`src/rtl/exanet_crosb_pkg.sv`:
```
// Shared parameters, types and helpers for the crossbar output-link credit arbiter.
package exanet_crosb_pkg;

  localparam int unsigned PRIO_NUM      = 2;
  localparam int unsigned VC_NUM        = 2;
  localparam int unsigned NQ            = PRIO_NUM * VC_NUM;
  localparam int unsigned INIT_CREDITS  = 40;
  localparam int unsigned MAX_PKT_FLITS = 20;
  localparam int unsigned CRED_W        = $clog2(INIT_CREDITS + 1);
  localparam int unsigned LEN_W         = $clog2(MAX_PKT_FLITS + 1);
  localparam int unsigned LOG_VC_PRIO   = (NQ > 1) ? $clog2(NQ) : 1;
  localparam int unsigned VC_W          = (VC_NUM > 1) ? $clog2(VC_NUM) : 1;
  localparam int unsigned PRIO_W        = (PRIO_NUM > 1) ? $clog2(PRIO_NUM) : 1;

  typedef enum logic {IDLE, XFER} link_arb_state_t;

  // A whole packet may start only if every flit already has a downstream slot.
  function automatic logic credit_fits(input logic [CRED_W-1:0] credits,
                                       input logic [LEN_W-1:0]  length);
    return 32'(credits) >= 32'(length);
  endfunction

  // Packet lengths must be 1..MAX_PKT_FLITS.
  function automatic logic len_legal(input logic [LEN_W-1:0] length);
    return (length != '0) && (32'(length) <= MAX_PKT_FLITS);
  endfunction

endpackage

```
`src/rtl/exa_crosb_prio_rr_arb.sv`:
```
// Combinational strict-priority pick with a round-robin choice inside each priority.
module exa_crosb_prio_rr_arb
  import exanet_crosb_pkg::*;
(
  input  logic [NQ-1:0]                 eligible,
  input  logic [PRIO_NUM-1:0][VC_W-1:0] rr_ptr,
  output logic [LOG_VC_PRIO-1:0]        winner,
  output logic                          found
);

  int unsigned prio;
  int unsigned slot;

  // Scan priorities high to low; within one, start at its pointer and wrap.
  always_comb begin
    winner = '0;
    found  = 1'b0;
    prio   = 0;
    slot   = 0;
    for (int unsigned p = 0; p < PRIO_NUM; p++) begin
      prio = PRIO_NUM - 1 - p;
      for (int unsigned k = 0; k < VC_NUM; k++) begin
        slot = prio * VC_NUM + (32'(rr_ptr[PRIO_W'(prio)]) + k) % VC_NUM;
        if (!found && eligible[LOG_VC_PRIO'(slot)]) begin
          found  = 1'b1;
          winner = LOG_VC_PRIO'(slot);
        end
      end
    end
  end

endmodule

```
`src/rtl/exa_crosb_link_credit_arb.sv`:
```
// Per-output-port link arbiter: per-VC downstream credits, whole-packet grants,
// flit pass-through to the link transmitter.
module exa_crosb_link_credit_arb
  import exanet_crosb_pkg::*;
(
  input  logic                         ACLK,
  input  logic                         ARESET,
  input  logic [NQ-1:0]                i_q_has_packet,
  input  logic [NQ-1:0][LEN_W-1:0]     i_q_pkt_flits,
  output logic [LOG_VC_PRIO-1:0]       o_sel_q,
  output logic                         o_sel_valid,
  input  logic                         i_flit_valid,
  input  logic                         i_flit_last,
  output logic                         o_flit_ready,
  output logic                         o_tx_valid,
  output logic                         o_tx_last,
  input  logic                         i_tx_ready,
  input  logic                         i_cred_ret_valid,
  input  logic [LOG_VC_PRIO-1:0]       i_cred_ret_q,
  input  logic [LEN_W-1:0]             i_cred_ret_cnt,
  output logic [NQ-1:0][CRED_W-1:0]    o_credits,
  output logic                         o_cred_overflow,
  output logic                         o_len_error,
  output logic [31:0]                  o_pkt_sent
);

  link_arb_state_t               state, state_nxt;
  logic [NQ-1:0]                 eligible;
  logic [NQ-1:0]                 len_bad;
  logic [PRIO_NUM-1:0][VC_W-1:0] rr_ptr;
  logic [LOG_VC_PRIO-1:0]        win_q;
  logic                          win_found;
  logic [PRIO_W-1:0]             win_prio;
  logic [VC_W-1:0]               win_vc;
  logic [VC_W-1:0]               win_vc_nxt;
  logic                          grant;
  logic                          beat;
  logic                          pkt_end;
  logic [LEN_W-1:0]              grant_len;
  logic [LEN_W-1:0]              flit_cnt;
  logic [NQ-1:0][CRED_W:0]       cred_sum;

  // Eligibility per queue; an illegal head length never competes.
  always_comb begin
    eligible = '0;
    len_bad  = '0;
    for (int q = 0; q < NQ; q++) begin
      len_bad[q]  = i_q_has_packet[q] & ~len_legal(i_q_pkt_flits[q]);
      eligible[q] = i_q_has_packet[q] & len_legal(i_q_pkt_flits[q])
                  & credit_fits(o_credits[q], i_q_pkt_flits[q]);
    end
  end

  exa_crosb_prio_rr_arb u_pick (
    .eligible (eligible),
    .rr_ptr   (rr_ptr),
    .winner   (win_q),
    .found    (win_found)
  );

  assign win_prio   = PRIO_W'(32'(win_q) / VC_NUM);
  assign win_vc     = VC_W'(32'(win_q) % VC_NUM);
  assign win_vc_nxt = (win_vc == VC_W'(VC_NUM - 1)) ? '0 : win_vc + 1'b1;

  // State register.
  always_ff @(posedge ACLK) begin
    if (ARESET) state <= IDLE;
    else        state <= state_nxt;
  end

  // Next state and flit handshake; no handshake is offered in a reset cycle.
  always_comb begin
    state_nxt    = state;
    grant        = 1'b0;
    beat         = 1'b0;
    pkt_end      = 1'b0;
    o_tx_valid   = 1'b0;
    o_tx_last    = 1'b0;
    o_flit_ready = 1'b0;
    case (state)
      IDLE: begin
        if (win_found) begin
          grant     = 1'b1;
          state_nxt = XFER;
        end
      end
      XFER: begin
        o_tx_valid   = i_flit_valid & ~ARESET;
        o_tx_last    = i_flit_last;
        o_flit_ready = i_tx_ready & ~ARESET;
        beat         = i_flit_valid & i_tx_ready;
        if (beat && i_flit_last) begin
          pkt_end   = 1'b1;
          state_nxt = IDLE;
        end
      end
      default: state_nxt = IDLE;
    endcase
  end

  // Next credit per queue: grant debit and return merged in one extra-wide sum.
  always_comb begin
    cred_sum = '0;
    for (int q = 0; q < NQ; q++) begin
      cred_sum[q] = {1'b0, o_credits[q]};
      if (grant && (win_q == LOG_VC_PRIO'(q)))
        cred_sum[q] = cred_sum[q] - (CRED_W + 1)'(i_q_pkt_flits[q]);
      if (i_cred_ret_valid && (i_cred_ret_q == LOG_VC_PRIO'(q)))
        cred_sum[q] = cred_sum[q] + (CRED_W + 1)'(i_cred_ret_cnt);
    end
  end

  // Credits, grant bookkeeping, packet counter and sticky errors.
  always_ff @(posedge ACLK) begin
    if (ARESET) begin
      for (int q = 0; q < NQ; q++) o_credits[q] <= CRED_W'(INIT_CREDITS);
      rr_ptr          <= '0;
      o_sel_q         <= '0;
      o_sel_valid     <= 1'b0;
      grant_len       <= '0;
      flit_cnt        <= '0;
      o_pkt_sent      <= '0;
      o_cred_overflow <= 1'b0;
      o_len_error     <= 1'b0;
    end else begin
      for (int q = 0; q < NQ; q++) begin
        if (cred_sum[q] > (CRED_W + 1)'(INIT_CREDITS)) begin
          o_credits[q]    <= CRED_W'(INIT_CREDITS);
          o_cred_overflow <= 1'b1;
        end else begin
          o_credits[q] <= cred_sum[q][CRED_W-1:0];
        end
      end
      if (|len_bad) o_len_error <= 1'b1;
      if (grant) begin
        o_sel_q          <= win_q;
        o_sel_valid      <= 1'b1;
        grant_len        <= i_q_pkt_flits[win_q];
        flit_cnt         <= '0;
        rr_ptr[win_prio] <= win_vc_nxt;
      end
      if (beat) flit_cnt <= flit_cnt + 1'b1;
      if (pkt_end) begin
        o_sel_valid <= 1'b0;
        o_pkt_sent  <= o_pkt_sent + 32'd1;
        if ((flit_cnt + 1'b1) != grant_len) o_len_error <= 1'b1;
      end
    end
  end

endmodule

```
`config.mk`:
```
export PLATFORM = sky130hd
export DESIGN_NAME = exa_crosb_link_credit_arb
export DESIGN_NICKNAME = d
export VERILOG_FILES = /design/src/rtl/exanet_crosb_pkg.sv /design/src/rtl/exa_crosb_prio_rr_arb.sv /design/src/rtl/exa_crosb_link_credit_arb.sv
export SDC_FILE = /design/constraint.sdc
export NUM_CORES = 1
export LEC_CHECK = 0
export BUFFER_PORTS_ARGS = -buffer_cell sky130_fd_sc_hd__clkbuf_2
export CAP_MARGIN = 10
export CORE_MARGIN = 2
export CORE_UTILIZATION = 52
export CTS_CLUSTER_SIZE = 25
export DETAILED_ROUTE_END_ITERATION = 7
export PLACE_DENSITY = 0.78
export SLEW_MARGIN = 20
export SYNTH_ARGS = -nofsm -noshare
export SYNTH_HDL_FRONTEND = slang
export SYNTH_SLANG_ARGS = --single-unit
```
`constraint.sdc`:
```
create_clock -name ACLK -period 4.4 [get_ports ACLK]
set_input_delay 0.22 -clock ACLK [delete_from_list [all_inputs] [get_ports ACLK]]
set_output_delay 0.22 -clock ACLK [all_outputs]
set_load 0.01 [all_outputs]
```
**Word level (Yosys, flattened, before mapping)**

Index checks and enable logic that the tools add are counted.

- Register bits: 74
- Input port bits: 37
- Output and inout bits: 64

- $add $sub $neg: 15
- $lt $le $gt $ge: 19
- Equality and inequality tests: 7
- Mux-type cells: 49
- Bitwise logic cells: 21
- Reduce and logical (&&, ||, !) cells: 34

Operators with widths:

| kind | number |
|---|---|
| two-way mux 7 bit | 8 |
| adder 32 x 1 -> 32 bit, second input constant | 1 |
| adder 7 x 5 -> 7 bit | 4 |
| > comparator 7 x 6 -> 1 bit, second input constant | 4 |
| two-way mux 1 bit | 28 |
| subtractor 6 x 5 -> 7 bit | 4 |
| >= comparator 6 x 5 -> 1 bit | 4 |
| <= comparator 5 bit, second input constant | 4 |
| nonzero test 5 bit | 4 |
| logical AND 1 bit | 17 |
| bitwise AND 1 bit | 15 |
| two-way mux 5 bit | 3 |
| binary-select mux 5 bit (select 2 bit) | 1 |
| OR reduction 2 bit | 5 |
| less-than comparator 2 x 3 -> 1 bit, second input constant | 3 |
| equality test 2 bit, second input constant | 4 |
| two-way mux 2 bit | 4 |
| less-than comparator 1 x 3 -> 1 bit, second input constant | 2 |
| inverter 1 bit | 6 |
| adder 5 x 1 -> 5 bit, second input constant | 1 |
| != test 5 bit | 1 |
| adder 2 x 1 -> 2 bit, first input constant | 2 |
| binary-select mux 1 bit (select 2 bit) | 2 |
| equality test 2 x 1 -> 1 bit, second input constant | 2 |
| other kinds (11) | 16 |

**Logic depth before layout (Yosys ltp)**

Gate-level depths: netlist of the first run.

- Depth after elaboration: 27
- Gate-level depth with buffers: 21
- Mapped depth without buffers: 20

**By module**

Synthesis of the first run repeated with hierarchy kept, for this count alone.

- Cells, all modules: 731
- Area, all modules: 5749.3 um^2

Modules (own cells, without submodules):

| module | instances | cells each | area an instance (um^2) | seq. area each (um^2) |
|---|---|---|---|---|
| exa_crosb_link_credit_arb | 1 | 724 | 5708.0 | 1481.4 |
| exa_crosb_prio_rr_arb | 1 | 7 | 41.3 | 0.0 |

**Least setup slack after synthesis of the first run**

OpenSTA, ideal clock, no wires.

- Kind: register to register
- From: reg o_credits[15] (netlist name)
- To: reg o_cred_overflow
- Library setup time: 0.081 ns
- Arrival time: 4.040 ns
- Setup slack: 0.280 ns
- Stages on the path, launching flop included: 19
- Period minus slack after synthesis: 4.120 ns
- Cell sequence: dfxtp_1 > ha_1 > a21o_1 > a211oi_1 > o21ai_1 > a221oi_1 > buf_2 > nand2_1 > mux2_2 > ha_1 > a21o_1 > a21o_1 > a21oi_1 > nor2_1 > o21ai_0 > xnor2_2 > xnor2_1 > or3_1 > a41oi_1

- Word-level cells in the longest chain between the ends: 24
- Elaborated cells between the ends (all ways): 51

Ends and longest elaborated chain:

| element | RTL line | RTL |
|---|---|---|
| start, declared | exa_crosb_link_credit_arb.sv:21 | `output logic [NQ-1:0][CRED_W-1:0] o_credits,` |
| start signal, assigned by index | exa_crosb_link_credit_arb.sv:128 | `o_credits[q] <= CRED_W'(INIT_CREDITS);` |
| start signal, assigned by index | exa_crosb_link_credit_arb.sv:131 | `o_credits[q] <= cred_sum[q][CRED_W-1:0];` |
| >= comparator 6 x 5 -> 1 bit | exanet_crosb_pkg.sv:20 | `return 32'(credits) >= 32'(length);` |
| bitwise AND 1 bit | exa_crosb_link_credit_arb.sv:50 | `& credit_fits(o_credits[q], i_q_pkt_flits[q]);` |
| binary-select mux 1 bit (select 2 bit) | exa_crosb_prio_rr_arb.sv:24 | `if (!found && eligible[LOG_VC_PRIO'(slot)]) begin` |
| two-way mux 1 bit (not written as such) | exa_crosb_prio_rr_arb.sv:24 |  |
| two-way mux 1 bit | exa_crosb_prio_rr_arb.sv:24 |  |
| logical NOT 1 bit | exa_crosb_prio_rr_arb.sv:24 |  |
| logical AND 1 bit | exa_crosb_prio_rr_arb.sv:24 |  |
| two-way mux 1 bit | exa_crosb_prio_rr_arb.sv:24 |  |
| (+6 left out) | - |  |
| two-way mux 1 bit | exa_crosb_link_credit_arb.sv:82 | `if (win_found) begin` |
| two-way mux 1 bit | exa_crosb_link_credit_arb.sv:80 | `case (state)` |
| logical AND 1 bit | exa_crosb_link_credit_arb.sv:106 | `if (grant && (win_q == LOG_VC_PRIO'(q)))` |
| two-way mux 7 bit | exa_crosb_link_credit_arb.sv:106 |  |
| adder 7 x 5 -> 7 bit | exa_crosb_link_credit_arb.sv:109 | `cred_sum[q] = cred_sum[q] + (CRED_W + 1)'(i_cred_ret_cnt);` |
| two-way mux 7 bit | exa_crosb_link_credit_arb.sv:108 | `if (i_cred_ret_valid && (i_cred_ret_q == LOG_VC_PRIO'(q)))` |
| > comparator 7 x 6 -> 1 bit | exa_crosb_link_credit_arb.sv:127 | `if (cred_sum[q] > (CRED_W + 1)'(INIT_CREDITS)) begin` |
| two-way mux 1 bit (3 in series) | exa_crosb_link_credit_arb.sv:127 |  |
| end signal, assigned | exa_crosb_link_credit_arb.sv:123 | `o_cred_overflow <= 1'b0;` |
| end signal, assigned | exa_crosb_link_credit_arb.sv:129 | `o_cred_overflow <= 1'b1;` |
| end, declared | exa_crosb_link_credit_arb.sv:22 | `output logic o_cred_overflow,` |

Parallel ways exist; a longest one is shown, timed or not. The select of a mux whose other input is x is not followed.
A chain may end at the register's enable or synchronous reset.

**Worst setup path in the final report of the first run**

- From: reg o_credits[12] (netlist name)
- To: reg o_credits[13] (netlist name)

- Word-level cells in the longest chain between the ends: 22
- Elaborated cells between the ends (all ways): 30

Ends and longest elaborated chain:

| element | RTL line |
|---|---|
| >= comparator 6 x 5 -> 1 bit | exanet_crosb_pkg.sv:20 |
| bitwise AND 1 bit | exa_crosb_link_credit_arb.sv:50 |
| binary-select mux 1 bit (select 2 bit) | exa_crosb_prio_rr_arb.sv:24 |
| two-way mux 1 bit (not written as such) | exa_crosb_prio_rr_arb.sv:24 |
| two-way mux 1 bit | exa_crosb_prio_rr_arb.sv:24 |
| logical NOT 1 bit | exa_crosb_prio_rr_arb.sv:24 |
| logical AND 1 bit | exa_crosb_prio_rr_arb.sv:24 |
| two-way mux 1 bit | exa_crosb_prio_rr_arb.sv:24 |
| (+6 left out) | - |
| two-way mux 1 bit | exa_crosb_link_credit_arb.sv:82 |
| two-way mux 1 bit | exa_crosb_link_credit_arb.sv:80 |
| logical AND 1 bit | exa_crosb_link_credit_arb.sv:106 |
| two-way mux 7 bit * | exa_crosb_link_credit_arb.sv:106 |
| adder 7 x 5 -> 7 bit | exa_crosb_link_credit_arb.sv:109 |
| two-way mux 7 bit * | exa_crosb_link_credit_arb.sv:108 |
| > comparator 7 x 6 -> 1 bit | exa_crosb_link_credit_arb.sv:127 |
| OR reduction 2 bit (no source line) | - |

Every way passes the cells marked *; elsewhere a longest branch is shown, timed or not. The select of a mux whose other input is x is not followed.

==> flow_metrics.py, run 1 <==
metrics = {
    "outcome": {
        "status": "completed",
    },
    "finish": {
        "final_common_cell": "clkbuf_2",
        "layout.nets": 968,
        "area_growth_pct": 22.2,
        "fin_area_mm2": 0.00722,
        "layout.cells.most_common_list": "100 x clkbuf_2, 84 x nand2_1, 74 x dfxtp_1, 69 x nor2_1, 42 x ha_1",
        "drive_gt1_frac": 0.225,
        "n_antenna_cell": 0,
    },
    "placed_design": {
        "pre_cts_ws_ps": -51.7,
        "place_area_mm2": 0.00672,
        "portBuffers": 100,
        "routabilityCongestion": 0.921,
        "dp_hpwl_um": 13400,
    },
    "setup_path": {
        "r2r_slack_ps": 190,
        "worstPathRequired_ps": 4680,
        "arrival_ps": 4490,
        "worst_path_max_delay_cell": "fa_1",
        "end_kind": "register",
        "crit_type": "register to register",
        "critPathLaunchType": "register",
        "r2r_cells": 20,
        "crit_path_max_incr_delay_ps": 390,
        "critical_path_buf_inv_count": 3,
        "r2r-end": "o_credits[13]",
        "crit_chain": "inv_1, ha_1, nand2b_1, a21oi_2, o21ai_2, buf_4, and2_2, a21oi_2, o21bai_1, ha_1, inv_1, fa_1, nor2b_1, o21ai_0, a21oi_1, o21ai_2, o2111ai_1, o211ai_1, a311oi_2, and3_1",
        "worstPathMaxFanout": 6,
        "crit_family": "compound AO/OA/AOI/OAI gates",
        "r2r-start": "o_credits[12]",
    },
    "yosys": {
        "yosys-top-cells-area": "dfxtp_1 25%, ha_1 9.5%, nand2_1 5.6%",
        "synth_nets": 845,
        "synthFlopType": "dfxtp_1",
        "yosys.area.top_type": "dfxtp_1",
        "synth_edf_count": 0,
        "avgSynthCellArea_um2": 7.83,
        "ys_types": 64,
        "syn_inst": 755,
        "yosysWarnings": 0,
        "yosysTopAreaCellShare": 0.251,
        "ys_seq_elements": 74,
        "yosysSeqAreaShare": 0.251,
        "async_reset_ff_frac": 0,
        "synth_area_mm2": 0.00591,
    },
    "clocking": {
        "insertion_delay_ps": 340,
        "clockRootBuffer": "clkbuf_16",
        "htreeDepth": 3,
        "cts.clk_slew.worst_paths_ps": 60,
        "cts_tree": "built",
        "cts_buffers": 9,
        "clock_sinks": 74,
        "cts_buffer_depth": 2,
        "hold_buffers": 0,
    },
    "floorplan": {
        "initial_utilization": 0.538,
        "num_rows": 38,
        "die_y_um": 111,
        "dieArea_mm2": 0.0122,
        "core_area_mm2": 0.0110,
        "ios": 101,
        "die_w_um": 111,
    },
    "pwr": {
        "peakVddDrop_mv": 0.227,
        "cellPowerDensity_mw_per_mm2": 337,
        "power_leakage_nw": 3.32,
    },
    "detailed_routing": {
        "drc_errors": 0,
        "antenna_left": 0,
        "vias_per_cell": 6.00,
        "route.vias.total": 6140,
        "drt_first_pass_iters": 5,
        "first_iter_violations": 404,
        "wire_per_inst_um": 17.0,
        "postRouteWirelength_um": 17400,
    },
    "job": {
        "drv_cap": 0,
    },
    "sta": {
        "whs_ps": 175,
        "relSlewSlack": 0.523,
        "fin_crit_sh": 0.956,
        "skew_ps": 5.30,
        "setup_viol": 0,
        "tightest_slew_ps": 716,
        "post-route-min-period_ps": 4210,
        "final_max_slew_viol_count": 0,
        "hold_viol_final": 0,
        "fmax_ghz": 0.238,
        "setup_slack_ps": 194,
    },
    "worst_hold_path": {
        "hold_end": "grant_len[4]",
        "hp-class": "input pin to register",
        "min_path_cells": 3,
        "hp-start": "i_q_pkt_flits[14]",
    },
    "global_routing": {
        "grt_first_pass_wirelength_um": 28400,
        "track_usage": 0.282,
        "overflow": 0,
        "antenna_found_initial": 0,
        "grt_pass1_vias": 5825,
        "grt_max_degree": 54,
    },
}
-- timing repair --
item,4_1_cts,5_1_grt
pin swaps,0,12
cloned,0,0
buffers inserted,0,4
hold endpoints to repair,0,0
gates resized for setup,1,43
endpoints found under the setup margin,3,21
-- cells by family after synthesis --
group | after synthesis | synth area share
multiplexers | 15 | 0.0267
adder cells (fa/ha/maj) | 53 | 0.122
flip-flops | 74 | 0.251
AO/OA/AOI/OAI | 185 | 0.204
AND/OR/NAND/NOR | 308 | 0.261
buffers and inverters | 58 | 0.0373
XOR/XNOR | 62 | 0.0978
-- registers in the layout (all words and copies together), names as in the netlist --
| signal | count |
|---|---|
| o_sel_q | 2 |
| o_credits | 24 |
| o_len_error | 1 |
| rr_ptr | 2 |
| o_pkt_sent | 32 |
| o_sel_valid | 1 |
| flit_cnt | 5 |
| state | 1 |
| grant_len | 5 |
| o_cred_overflow | 1 |
-- per-stage QoR --
stage	utilization	power [W]	setup TNS, ps	cells
3_5_place_dp	0.612	0.00162	-64.0	1003
3_3_place_gp	0.612	0.00159	0	1003
2_1_floorplan	-	0.00135	0	755
4_1_cts	0.639	0.00237	0	1019
6_report	0.657	0.00243	0	1023
5_1_grt	0.657	0.00256	-171	1023
-- routing by layer --
metal | track usage | share of wire | up-vias
li1 | - | - | 2963
met1 | 0.368 | 0.44 | 2920
met2 | 0.468 | 0.47 | 218
met3 | 0.0461 | 0.066 | 39
met4 | 0.105 | 0.024 | 0
met5 | 0 | 0 | -
-- cells in the mapped netlist, types with 18 or more instances --
| cell | count |
|---|---|
| nand2_1 | 88 |
| dfxtp_1 | 74 |
| nor2_1 | 69 |
| a21oi_1 | 47 |
| ha_1 | 45 |
| o21ai_0 | 42 |
| inv_1 | 38 |
| nand3_1 | 35 |
| xor2_1 | 34 |
| xnor2_1 | 25 |
| a21o_1 | 20 |
| clkbuf_1 | 18 |
-- how the worst max path moves through the flow --
stage	slack (ps)	to	startpoint	depth (start not counted)
4_1_cts	50	o_cred_overflow	o_credits[18]	20
6_report	190	o_credits[13]	o_credits[12]	20
2_1_floorplan	280	o_cred_overflow	o_credits[15]	18
3_5_place_dp	-50	o_credits[13]	i_q_pkt_flits[18]	19
5_1_grt	-60	o_credits[13]	o_credits[15]	19
3_3_place_gp	4	o_credits[13]	i_q_pkt_flits[13]	21
-- cell type report --
type / count / area, um2
Clock buffer: 12 / 246
Clock inverter: 4 / 51.3
Fill cell: 949 / 3760
Inverter: 38 / 143
Multi-Input combinational cell: 623 / 4380
Sequential cell: 74 / 1480
Tap cell: 140 / 175
Timing Repair Buffer: 132 / 741
-- power by group --
part,switching (W),internal [W]
registers,0.0000461,0.000713
logic,0.000524,0.000401
clock network,0.000295,0.000455
-- worst min-delay path: stages --
cell	delay, ps
clkbuf_2	120
nand2_1	70
a21oi_1	60
(Power assumes the default switching activity.)
==> run 2, diff against run 1 <==
CAP_MARGIN = 15   (was 10)
CTS_BUF_LIST = sky130_fd_sc_hd__clkbuf_16   (was default)
==> flow_metrics.py, run 2 (synthesized netlist as in run 1, its figures left out) <==
metrics = {
    "outcome": {
        "status": "completed",
    },
    "sta": {
        "skew_ps": 5.18,
        "fmax_ghz": 0.238,
        "relSlewSlack": 0.520,
        "final_max_slew_viol_count": 0,
        "tightest_slew_ps": 717,
        "setup_slack_ps": 193,
        "hold_viol_final": 0,
        "post-route-min-period_ps": 4210,
        "fin_crit_sh": 0.956,
        "whs_ps": 178,
        "setup_viol": 0,
    },
    "setup_path": {
        "end_kind": "register",
        "critPathLaunchType": "register",
        "crit_family": "compound AO/OA/AOI/OAI gates",
        "arrival_ps": 4480,
        "worstPathMaxFanout": 6,
        "crit_type": "register to register",
        "worst_path_max_delay_cell": "fa_1",
        "critical_path_buf_inv_count": 3,
        "crit_chain": "inv_1, ha_1, nand2b_1, a21oi_2, o21ai_2, buf_4, and2_2, a21oi_2, o21bai_1, ha_1, inv_1, fa_1, nor2b_1, o21ai_0, a21oi_1, o21ai_2, o2111ai_1, o211ai_1, a311oi_2, and3_1",
        "crit_path_max_incr_delay_ps": 390,
        "worstPathRequired_ps": 4680,
    },
    "finish": {
        "largest_register_ffs": 32,
        "layout.cells.most_common_list": "100 x clkbuf_2, 84 x nand2_1, 74 x dfxtp_1, 69 x nor2_1, 42 x ha_1",
        "reg.largest.list": "o_pkt_sent x32, o_credits x24",
        "largest_register": "o_pkt_sent",
        "fillers": 951,
        "final_common_cell": "clkbuf_2",
        "fin_area_mm2": 0.00721,
        "n_antenna_cell": 0,
        "area_growth_pct": 22.0,
        "drive_gt1_frac": 0.224,
        "layout.nets": 968,
    },
    "floorplan": {
        "die_y_um": 111,
        "core_area_mm2": 0.0110,
        "initial_utilization": 0.538,
        "num_rows": 38,
        "dieArea_mm2": 0.0122,
        "die_w_um": 111,
        "ios": 101,
    },
    "clocking": {
        "cts_tree": "built",
        "clock_sinks": 74,
        "cts_buffer_depth": 2,
        "cts_buffers": 9,
        "htreeDepth": 3,
        "hold_buffers": 0,
        "clockRootBuffer": "clkbuf_16",
        "insertion_delay_ps": 340,
        "cts.clk_slew.worst_paths_ps": 60,
    },
    "detailed_routing": {
        "route.vias.total": 6132,
        "vias_per_cell": 5.99,
        "antenna_left": 0,
        "wire_per_inst_um": 17.0,
        "first_iter_violations": 399,
        "drt_first_pass_iters": 5,
        "drc_errors": 0,
        "postRouteWirelength_um": 17400,
    },
    "placed_design": {
        "dp_hpwl_um": 13400,
        "portBuffers": 100,
        "routabilityCongestion": 0.921,
        "pre_cts_ws_ps": -51.7,
        "place_area_mm2": 0.00672,
    },
    "global_routing": {
        "grt_max_degree": 54,
        "overflow": 0,
        "grt_first_pass_wirelength_um": 28400,
        "antenna_found_initial": 0,
        "grt_pass1_vias": 5825,
        "track_usage": 0.282,
    },
    "pwr": {
        "peakVddDrop_mv": 0.227,
        "cellPowerDensity_mw_per_mm2": 334,
        "power_leakage_nw": 3.33,
        "finalPower_w": 0.00241,
    },
    "job": {
        "drv_cap": 0,
    },
    "worst_hold_path": {
        "hp-class": "input pin to register",
    },
}
[run 2: changes by cell type in the layout (fill, tap and decap cells not counted)]
cell	change
clkbuf_1	-2
inv_1	+2
clkbuf_8	-1
clkinv_1	+1
[run 2: where the power goes]
part / switching [W] / internal (W)
Sequential: 0.0000461 / 0.000713
Clock: 0.000293 / 0.000433
Combinational: 0.000524 / 0.000401
[run 2: layout make-up]
type                            instances  area (um2)  area share
Multi-Input combinational cell        623        4380       0.608
Timing Repair Buffer                  132         741       0.103
Inverter                               38         143      0.0198
Clock inverter                          7        62.6     0.00868
Sequential cell                        74        1480       0.205
Tap cell                              140         175      0.0243
Clock buffer                            9         225      0.0312
[run 2: worst min-delay path, stage by stage]
cell and delay [ps]:
clkbuf_2 120, nand2_1 70, a21oi_1 60
[run 2: final timing paths]
kind	from	end	slack, ps	cells after the start
worst max-delay path	o_credits[12]	o_credits[13]	190	20
worst min-delay path	i_q_pkt_flits[14]	grant_len[4]	180	3
worst min register to register	o_sel_q[0]	o_sel_q[0]	490	2
worst max register to register	o_credits[12]	o_credits[13]	190	20
[run 2: routing by layer]
metal,GRT usage,routed length [um],vias up
met5,0,0,-
met4,0.105,422,0
met3,0.0461,1150,39
met2,0.468,8180,218
met1,0.368,7650,2913
li1,-,-,2962
[run 2: through the flow]
step                      instances  TNS (ps)  utilization
after floorplan                 755         0            -
after global placement         1003         0        0.612
after detailed placement       1003     -64.0        0.612
after CTS                      1019         0        0.638
after global routing           1023      -171        0.657
final                          1023         0        0.657
[run 2: what timing repair did]
item / in CTS / in global routing
setup endpoints to repair: 3 / 21
buffers inserted: 0 / 4
gates cloned: 0 / 0
gates resized for setup: 1 / 43
pin swaps: 0 / 12
